$ cat config.mk
export PLATFORM = sky130hd
export DESIGN_NAME = rs_decode_sequencer
export DESIGN_NICKNAME = d
export VERILOG_FILES = /design/src/rtl/rs_pkg.sv /design/src/rtl/rs_stage_timer.sv /design/src/rtl/rs_decode_sequencer.sv
export SDC_FILE = /design/constraint.sdc
export NUM_CORES = 1
export LEC_CHECK = 0
export CORE_MARGIN = 2
export CORE_UTILIZATION = 30
export DETAILED_ROUTE_END_ITERATION = 7
export GPL_TIMING_DRIVEN = 0
export SLEW_MARGIN = 10
export SYNTH_ARGS = -nofsm -noshare
export SYNTH_HDL_FRONTEND = slang
export SYNTH_SLANG_ARGS = --single-unit
$ cat constraint.sdc
create_clock -name clk -period 2.35 [get_ports clk]
set_input_delay 0.47 -clock clk [delete_from_list [all_inputs] [get_ports clk]]
set_output_delay 0.47 -clock clk [all_outputs]
set_load 0.02 [all_outputs]
$ cat src/rtl/rs_pkg.sv
// Shared encodings for the Reed-Solomon decode sequencer: FSM states and phases,
// stage indices, status codes and the degree-field width helper.
package rs_pkg;

  typedef enum logic [1:0] {
    S_IDLE = 2'd0,
    S_RUN  = 2'd1,
    S_FIN  = 2'd2
  } rs_state_t;

  // PH_ABORT is the one-cycle all-stage clear that follows a host abort.
  typedef enum logic [1:0] {
    PH_CLR   = 2'd0,
    PH_START = 2'd1,
    PH_WAIT  = 2'd2,
    PH_ABORT = 2'd3
  } rs_phase_t;

  localparam logic [1:0] SYN  = 2'd0;
  localparam logic [1:0] KEY  = 2'd1;
  localparam logic [1:0] ROOT = 2'd2;
  localparam logic [1:0] CORR = 2'd3;

  localparam logic [1:0] ST_CLEAN  = 2'b00;
  localparam logic [1:0] ST_CORR   = 2'b01;
  localparam logic [1:0] ST_UNCORR = 2'b10;
  localparam logic [1:0] ST_TMO    = 2'b11;

  typedef struct packed {
    rs_state_t state;
    rs_phase_t phase;
    logic [1:0] stage;
  } rs_dbg_t;

  function automatic int calc_dw(input int max_errors);
    return $clog2(max_errors + 1);
  endfunction

  function automatic logic [3:0] stage_onehot(input logic [1:0] s);
    return 4'b0001 << s;
  endfunction

endpackage

$ cat src/rtl/rs_stage_timer.sv
// Per-stage WAIT timer: loads zero, counts while enabled, saturates at TIMEOUT-1
// and flags expiry once the last permitted WAIT cycle is reached.
module rs_stage_timer
  import rs_pkg::*;
#(
  parameter int  TIMEOUT = 4096,
  localparam int CW      = $clog2(TIMEOUT)
) (
  input  logic clk,
  input  logic rst,
  input  logic load,
  input  logic en,
  output logic expired
);

  localparam logic [CW-1:0] LAST = CW'(TIMEOUT - 1);

  logic [CW-1:0] cnt;

  always_ff @(posedge clk or posedge rst) begin
    if (rst) begin
      cnt <= '0;
    end else if (load) begin
      cnt <= '0;
    end else if (en && (cnt != LAST)) begin
      cnt <= cnt + CW'(1);
    end
  end

  assign expired = (cnt == LAST);

endmodule

$ cat src/rtl/rs_decode_sequencer.sv
// Reed-Solomon decode sequencer: walks syndrome, key equation, root search and
// correction stages with clear/start/wait phases, early exit, timeout and abort.
module rs_decode_sequencer
  import rs_pkg::*;
#(
  parameter int  MAX_ERRORS = 16,
  parameter int  TIMEOUT    = 4096,
  localparam int DW         = calc_dw(MAX_ERRORS)
) (
  input  logic          clk,
  input  logic          rst,
  input  logic          cmd_start,
  input  logic          cmd_abort,
  input  logic          irq_clr,
  output logic [3:0]    stage_clr,
  output logic [3:0]    stage_start,
  input  logic [3:0]    stage_done,
  input  logic          syndrome_zero,
  input  logic [DW-1:0] locator_degree,
  input  logic [DW-1:0] root_count,
  output logic          busy,
  output logic          done,
  output logic          irq,
  output logic [1:0]    status,
  output logic [DW-1:0] err_count,
  output logic [1:0]    fail_stage,
  output rs_dbg_t       dbg
);

  localparam logic [DW-1:0] MAX_DEG = DW'(MAX_ERRORS);

  rs_state_t     state;
  rs_phase_t     phase;
  logic [1:0]    stage;
  logic [DW-1:0] deg_q;

  logic          t_load;
  logic          t_en;
  logic          tmo;

  logic          fin_req;
  logic          adv;
  logic [1:0]    fin_status;
  logic [1:0]    fin_fail;
  logic [DW-1:0] fin_err;
  logic          abort_req;

  // Stage handshake: stage_start[s] is a one-cycle strobe issued after stage_clr[s];
  // stage_done[s] (level or pulse) is only looked at in WAIT for the active stage s.
  assign t_load    = (state == S_RUN) && (phase == PH_START);
  assign t_en      = (state == S_RUN) && (phase == PH_WAIT);
  assign abort_req = cmd_abort && (phase != PH_ABORT);

  rs_stage_timer #(
    .TIMEOUT(TIMEOUT)
  ) u_timer (
    .clk    (clk),
    .rst    (rst),
    .load   (t_load),
    .en     (t_en),
    .expired(tmo)
  );

  always_comb begin
    fin_req    = 1'b0;
    adv        = 1'b0;
    fin_status = ST_CLEAN;
    fin_fail   = SYN;
    fin_err    = '0;
    if (phase == PH_ABORT) begin
      fin_req    = 1'b1;
      fin_status = ST_TMO;
      fin_fail   = stage;
    end else if (phase == PH_WAIT) begin
      // A completion in the last permitted WAIT cycle beats the timeout.
      if (stage_done[stage]) begin
        case (stage)
          SYN: begin
            if (syndrome_zero) fin_req = 1'b1;
            else               adv     = 1'b1;
          end
          KEY: begin
            if ((locator_degree > MAX_DEG) || (locator_degree == '0)) begin
              fin_req    = 1'b1;
              fin_status = ST_UNCORR;
              fin_fail   = KEY;
            end else begin
              adv = 1'b1;
            end
          end
          ROOT: begin
            if (root_count != deg_q) begin
              fin_req    = 1'b1;
              fin_status = ST_UNCORR;
              fin_fail   = ROOT;
            end else begin
              adv = 1'b1;
            end
          end
          default: begin
            fin_req    = 1'b1;
            fin_status = ST_CORR;
            fin_err    = deg_q;
          end
        endcase
      end else if (tmo) begin
        fin_req    = 1'b1;
        fin_status = ST_TMO;
        fin_fail   = stage;
      end
    end
  end

  always_ff @(posedge clk or posedge rst) begin
    if (rst) begin
      state       <= S_IDLE;
      phase       <= PH_CLR;
      stage       <= SYN;
      deg_q       <= '0;
      stage_clr   <= '0;
      stage_start <= '0;
      busy        <= 1'b0;
      done        <= 1'b0;
      irq         <= 1'b0;
      status      <= ST_CLEAN;
      err_count   <= '0;
      fail_stage  <= SYN;
    end else begin
      stage_clr   <= '0;
      stage_start <= '0;
      done        <= 1'b0;
      if (irq_clr) irq <= 1'b0;
      case (state)
        S_IDLE: begin
          if (cmd_start) begin
            state      <= S_RUN;
            phase      <= PH_CLR;
            stage      <= SYN;
            stage_clr  <= stage_onehot(SYN);
            busy       <= 1'b1;
            status     <= ST_CLEAN;
            err_count  <= '0;
            fail_stage <= SYN;
          end
        end
        S_RUN: begin
          if ((phase == PH_WAIT) && (stage == KEY) && stage_done[KEY]) begin
            deg_q <= locator_degree;
          end
          if (abort_req) begin
            phase     <= PH_ABORT;
            stage_clr <= 4'b1111;
          end else if (fin_req) begin
            state      <= S_FIN;
            done       <= 1'b1;
            irq        <= 1'b1;
            status     <= fin_status;
            err_count  <= fin_err;
            fail_stage <= fin_fail;
          end else if (adv) begin
            stage     <= stage + 2'd1;
            phase     <= PH_CLR;
            stage_clr <= stage_onehot(stage + 2'd1);
          end else if (phase == PH_CLR) begin
            phase       <= PH_START;
            stage_start <= stage_onehot(stage);
          end else if (phase == PH_START) begin
            phase <= PH_WAIT;
          end
        end
        S_FIN: begin
          state <= S_IDLE;
          phase <= PH_CLR;
          stage <= SYN;
          busy  <= 1'b0;
        end
        default: begin
          state <= S_IDLE;
          busy  <= 1'b0;
        end
      endcase
    end
  end

  assign dbg = '{state: state, phase: phase, stage: stage};

endmodule
* Word level (Yosys, flattened, before mapping) *
Cells that the tools add are included.

cells by class
  divide/modulo/power cells = 0
  order comparisons = 2
  multiply operators = 0
  equality and inequality tests = 18
  add/sub/neg operators = 2
  reductions and logical operators = 21
  shift-type cells = 2
  bitwise logic cells = 1
  multiplexer cells = 80

operators by type and width
  cell                                                  count
  2-to-1 mux 2 bit                                      26
  2-to-1 mux 5 bit                                      7
  2-to-1 mux 4 bit                                      8
  2-to-1 mux 1 bit                                      24
  2-to-1 mux 12 bit                                     2
  one-hot mux 2 bit (3 select lines)                    3
  one-hot mux 2 bit (2 select lines)                    4
  adder 12 x 1 -> 12 bit, second input constant         1
  == test 12 bit, second input constant                 1
  != test 12 bit, second input constant                 1
  != test 2 bit, second input constant                  6
  one-hot mux 5 bit (2 select lines)                    1
  == test 2 bit, second input constant                  4
  one-hot mux 4 bit (2 select lines)                    1
  AND reduction 4 bit                                   2
  left shift 1 x 2 -> 4 bit, first input constant       2
  == test 2 x 1 -> 1 bit, second input constant         3
  logical AND 1 bit                                     6
  logical NOT 2 bit                                     3
  one-hot mux 1 bit (3 select lines)                    2
  greater-than comparator 5 bit, second input constant  1
  logical NOT 5 bit                                     1
  != test 5 x 3 -> 1 bit, second input constant         1
  != test 5 bit                                         1
  13 further kinds                                      15

storage, ports and cells
  memories = 0
  memory bits (read-only) = 0
  latch bits = 0
  memory bits (writable) = 0
  input port bits = 20
  register bits = 43
  logic and storage cells = 139

* Depth between registers and ports, before layout *
  depth after elaboration = 11
  mapped depth = 9
  depth with buffers taken out = 9

* Hierarchy *
A second synthesis with hierarchy kept.

second synthesis, totals
  cell total of the unflattened synthesis = 243
  area total of the unflattened synthesis = 2,454.9 um2

by module, submodules not included
  module               times used  cells each  seq. area each (um2)  area an instance (um2)
  rs_decode_sequencer  1           169         775.7                 1,744.2
  rs_stage_timer       1           74          300.3                 710.7

* Worst setup path after synthesis *
No wires, ideal clock.

  path type = register to register
  from = reg stage[1]
  to = reg stage[0]
  stages on the path, launching flop included = 9
  library setup time = 0.087 ns
  slack = -0.181 ns
  required time = 2.263 ns
  arrival = 2.444 ns
  path through = dfrtp_1 -> inv_1 -> ha_1 -> nand2b_1 -> mux2i_1 -> a211o_1 -> or4_4 -> or4_1 -> a22oi_1

on the way
  word-level cells in the longest chain between the ends = 7

RTL lines
  element                                                                 line                                                  text
  start: declaration                                                      rs_decode_sequencer.sv:34                             logic [1:0] stage;
  start signal: assignment                                                rs_decode_sequencer.sv:161                            stage <= stage + 2'd1;
  == test 2 bit, or another cell as far along                             rs_decode_sequencer.sv:77                             case (stage)
  one-hot mux 1 bit (3 select lines) or 2-to-1 mux 1 bit (tied branches)  rs_decode_sequencer.sv:77, rs_decode_sequencer.sv:76
  2-to-1 mux 1 bit                                                        rs_decode_sequencer.sv:76                             if (stage_done[stage]) begin
  2-to-1 mux 1 bit                                                        rs_decode_sequencer.sv:74                             end else if (phase == PH_WAIT) begin
  2-to-1 mux 1 bit                                                        rs_decode_sequencer.sv:70                             if (phase == PH_ABORT) begin
  != test 2 bit (no source line)                                          n/a
  AND reduction 5 bit (no source line) (*)                                n/a

Mark *: on every way between the ends. The rest lies on a longest branch, timed or not. The select of a mux whose other input is x is not followed.
A chain may end at the register's enable or synchronous reset.

* Final worst setup path *
  from = reg stage[0]
  to = reg stage[0]

on the way
  word-level cells in the longest chain between the ends = 7

RTL lines
  element                                                                 line
  == test 2 bit, or another cell as far along                             rs_decode_sequencer.sv:77
  one-hot mux 1 bit (3 select lines) or 2-to-1 mux 1 bit (tied branches)  rs_decode_sequencer.sv:77, rs_decode_sequencer.sv:76
  2-to-1 mux 1 bit                                                        rs_decode_sequencer.sv:76
  2-to-1 mux 1 bit                                                        rs_decode_sequencer.sv:74
  2-to-1 mux 1 bit                                                        rs_decode_sequencer.sv:70
  != test 2 bit (no source line)                                          n/a
  AND reduction 5 bit (no source line)                                    n/a

Several ways; a longest one is shown, not always the timed one. The select of a mux whose other input is x is not followed.

==> results.json <==
{
  "fin_nets": 322,
  "synth_nets": 256,
  "die_x_um": 90.9,
  "hold_path.class": "in -> async",
  "min_period_ps": 2470,
  "drc": 0,
  "portBuffers": 45,
  "synth_compound_area_frac": 0.130,
  "synth-seq-cells": 43,
  "synth_top_area_share": 0.475,
  "synthDistinctLibCells": 44,
  "clockPowerShare": 0.153,
  "synthAdderAreaFrac": 0.0331,
  "htreeDepth": 2,
  "gr-usage-met2": 0.219,
  "grt_max_degree": 25,
  "first_global_vias": 1954,
  "synthesis.area_sq_um": 2270,
  "synth_top_cell_by_area": "dfrtp_1",
  "ys.flop_type": "dfrtp_1",
  "dpl_cell_area_sq_um": 2880,
  "start_util": 0.311,
  "worstMarginPinSlew_ps": 646,
  "p_sw_frac": 0.406,
  "cts_sinks": 43,
  "syn2layout_area_growth_pct": 38.7,
  "first_pass_iters": 5,
  "crit_type": "reg -> reg",
  "critPathMaxFanout": 6,
  "clk_pin_slew_ps": 80,
  "rows": 31,
  "finalHoldViolCount": 0,
  "busiest_layer": "met2",
  "final_cell_count_no_fill": 396,
  "design_area_sq_um": 3140,
  "io_pins": 46,
  "dpl.cell_count": 375,
  "synthSimpleGateAreaFrac": 0.192,
  "viasPerCell": 4.81,
  "synth_mux_area_frac": 0.0751,
  "routed-via-count": 1905,
  "ant_nets": 0,
  "diodes": 0,
  "irDropWorstVdd_mv": 0.363,
  "worst_slack_ps": -118,
  "hpwl_um": 3900,
  "clock.fmax_mhz": 405,
  "yosysSeqAreaShare": 0.475,
  "p_sw_mw": 1.22,
  "intPower_mw": 1.78,
  "power.leakage_nw": 1.38,
  "required_ps": 2560,
  "antenna_found_initial": 0,
  "clock_latency_ps": 290,
  "startpoint_type": "register",
  "grt_setup_unrepaired": "yes",
  "grt_pass1_wl_um": 8990,
  "grt_use_total": 0.132,
  "synth_common_cells": "dfrtp_1 (43), nor2_1 (22), nand2_1 (19)",
  "period_share": 1.05,
  "async_flop_share": 1.00,
  "power.density_nw_per_um2": 955,
  "wl_per_cell_um": 13.6,
  "cts_tree": "built",
  "slew_headroom": 0.565,
  "use_met3": 0.0423,
  "clockBufferDepth": 2,
  "synthXorXnorAreaFrac": 0.0541,
  "synth_top_family_by_area": "simple AND/OR/NAND/NOR gates",
  "layout-drive-gt1-share": 0.178,
  "p_seq_frac": 0.346,
  "tns_ps": -201,
  "syn_avg_cell_area_sq_um": 9.86,
  "core_area_sq_um": 7290,
  "gp_congestion": 0.882,
  "fillers": 762,
  "dieArea_sq_um": 8270,
  "synthTopCellsByArea": "dfrtp_1 (47%), xor2_1 (4.6%), nor2_1 (3.6%), mux2i_1 (3.5%), ha_1 (3.3%)",
  "die_h_um": 90.9,
  "status": "finished, violations left",
  "report.final.setup_viol": 2,
  "combPwrFrac": 0.500,
  "cp.arrival_ps": 2680,
  "ctsRootBufferMaster": "clkbuf_8",
  "grt_use_met1": 0.164,
  "finalWirelength_um": 5390,
  "gr-total-overflow": 0,
  "violations": "setup timing",
  "cap_violations": 0,
  "synth_edf_count": 0,
  "fin_skew_ps": 6.92,
  "worstSetupEndpointType": "register",
  "numCtsBuffers": 5,
  "drt_iter0_markers": 128,
  "total_power_mw": 3.00,
  "yosys_warnings": 0,
  "synth_most_common_cell": "dfrtp_1",
  "synthCells": 230,
  "cts_hold_buf": 0,
  "drv_slew": 0
}
[worst max-delay path, stage by stage (launching register included)]
cell      delay, ps
dfrtp_2         480
mux4_2          410
nand2b_4         60
a211o_1         240
or4_4           510
or4_4           500
a22oi_2         190
[layout by cell type, fill, tap and decap left out, types with 3 or more instances in the layout]
master           synthesis  final
a211o_1                  3      3
a21o_1                   3      3
a21oi_1                  7      7
and2_1                   4      4
and3_1                   5      5
buf_4                    0     14
clkbuf_1                 7      7
clkbuf_8                 0      5
clkdlybuf4s50_1          0     36
dfrtp_1                 43     41
dlygate4sd2_1            0      7
ha_1                     6      4
inv_1                   18     16
mux2_2                   6      6
mux2i_1                  8      7
nand2_1                 19     19
nand2b_1                 4      3
nand3_1                  5      5
nand4_1                  3      3
nor2_1                  22     21
o211ai_1                 3      3
o21ai_0                 13     12
or3_1                    3      3
xor2_1                  12     12
[layer usage]
metal / vias up / share of wire
met2: 49 / 0.48
li1: 933 / -
met1: 911 / 0.44
met5: - / 0
met3: 12 / 0.062
met4: 0 / 0.017
[timing repair]
action | in CTS | in global routing
endpoints found under the setup margin | 19 | 22
hold endpoints to repair | 0 | 0
pin swaps | 7 | 7
setup buffers | 11 | 3
resized for setup | 16 | 14
[registers in the layout (all words and copies together), names as in the netlist, 2 cells and up]
| name | count |
|---|---|
| u_timer.cnt | 12 |
| deg_q | 5 |
| err_count | 5 |
| stage_clr | 4 |
| stage_start | 4 |
| fail_stage | 2 |
| phase | 2 |
| stage | 2 |
| state | 2 |
| status | 2 |
[cell families (layout without fill, tap and decap cells)]
logic type      after synthesis  in the layout
compound gates               44             44
xor+xnor                     14             14
fa+ha+maj                     6              6
buf+inv                      25             92
flops                        43             43
mux                          15             15
simple gates                 83             83
[metrics by stage]
step / utilization / setup WS, ps / hold slack [ps]
5_1_grt: 0.431 / -157 / 527
2_1_floorplan: - / -52.7 / 497
4_1_cts: 0.421 / -151 / 526
3_5_place_dp: 0.395 / -716 / 508
3_3_place_gp: 0.392 / -721 / 504
6_report: 0.431 / -118 / 507
[power by group through the flow]
stage	sequential, mW	clock, mW	combinational, mW
6_report	1.04	0.460	1.50
5_1_grt	1.06	0.509	1.64
4_1_cts	1.04	0.476	1.44
3_5_place_dp	1.06	0	1.33
3_3_place_gp	1.06	0	1.31
2_1_floorplan	1.17	0	0.735
[final cells by class]
| class | instances | area, sq um | area share |
|---|---|---|---|
| multi-input combinational | 162 | 1190 | 0.378 |
| buffer | 6 | 22.5 | 0.00716 |
| sequential | 43 | 1080 | 0.343 |
| clock buffer | 6 | 72.6 | 0.0231 |
| tap | 99 | 124 | 0.0394 |
| inverter | 18 | 67.6 | 0.0215 |
| clock inverter | 2 | 12.5 | 0.00398 |
| timing repair buffer | 60 | 577 | 0.183 |
[worst paths after layout]
kind / start / endpoint / slack (ps) / cells after the start
min in group clk: locator_degree[4] / deg_q[4] / 510 / 2
min reg2reg: busy / busy / 520 / 2
max: stage[0] / stage[0] / -120 / 6
max reg2reg: stage[0] / stage[0] / -120 / 6
max in group asynchronous: rst / stage[1] / 1350 / 3
min: rst / err_count[4] / 510 / 2
Power figures use the tool's default switching activity.
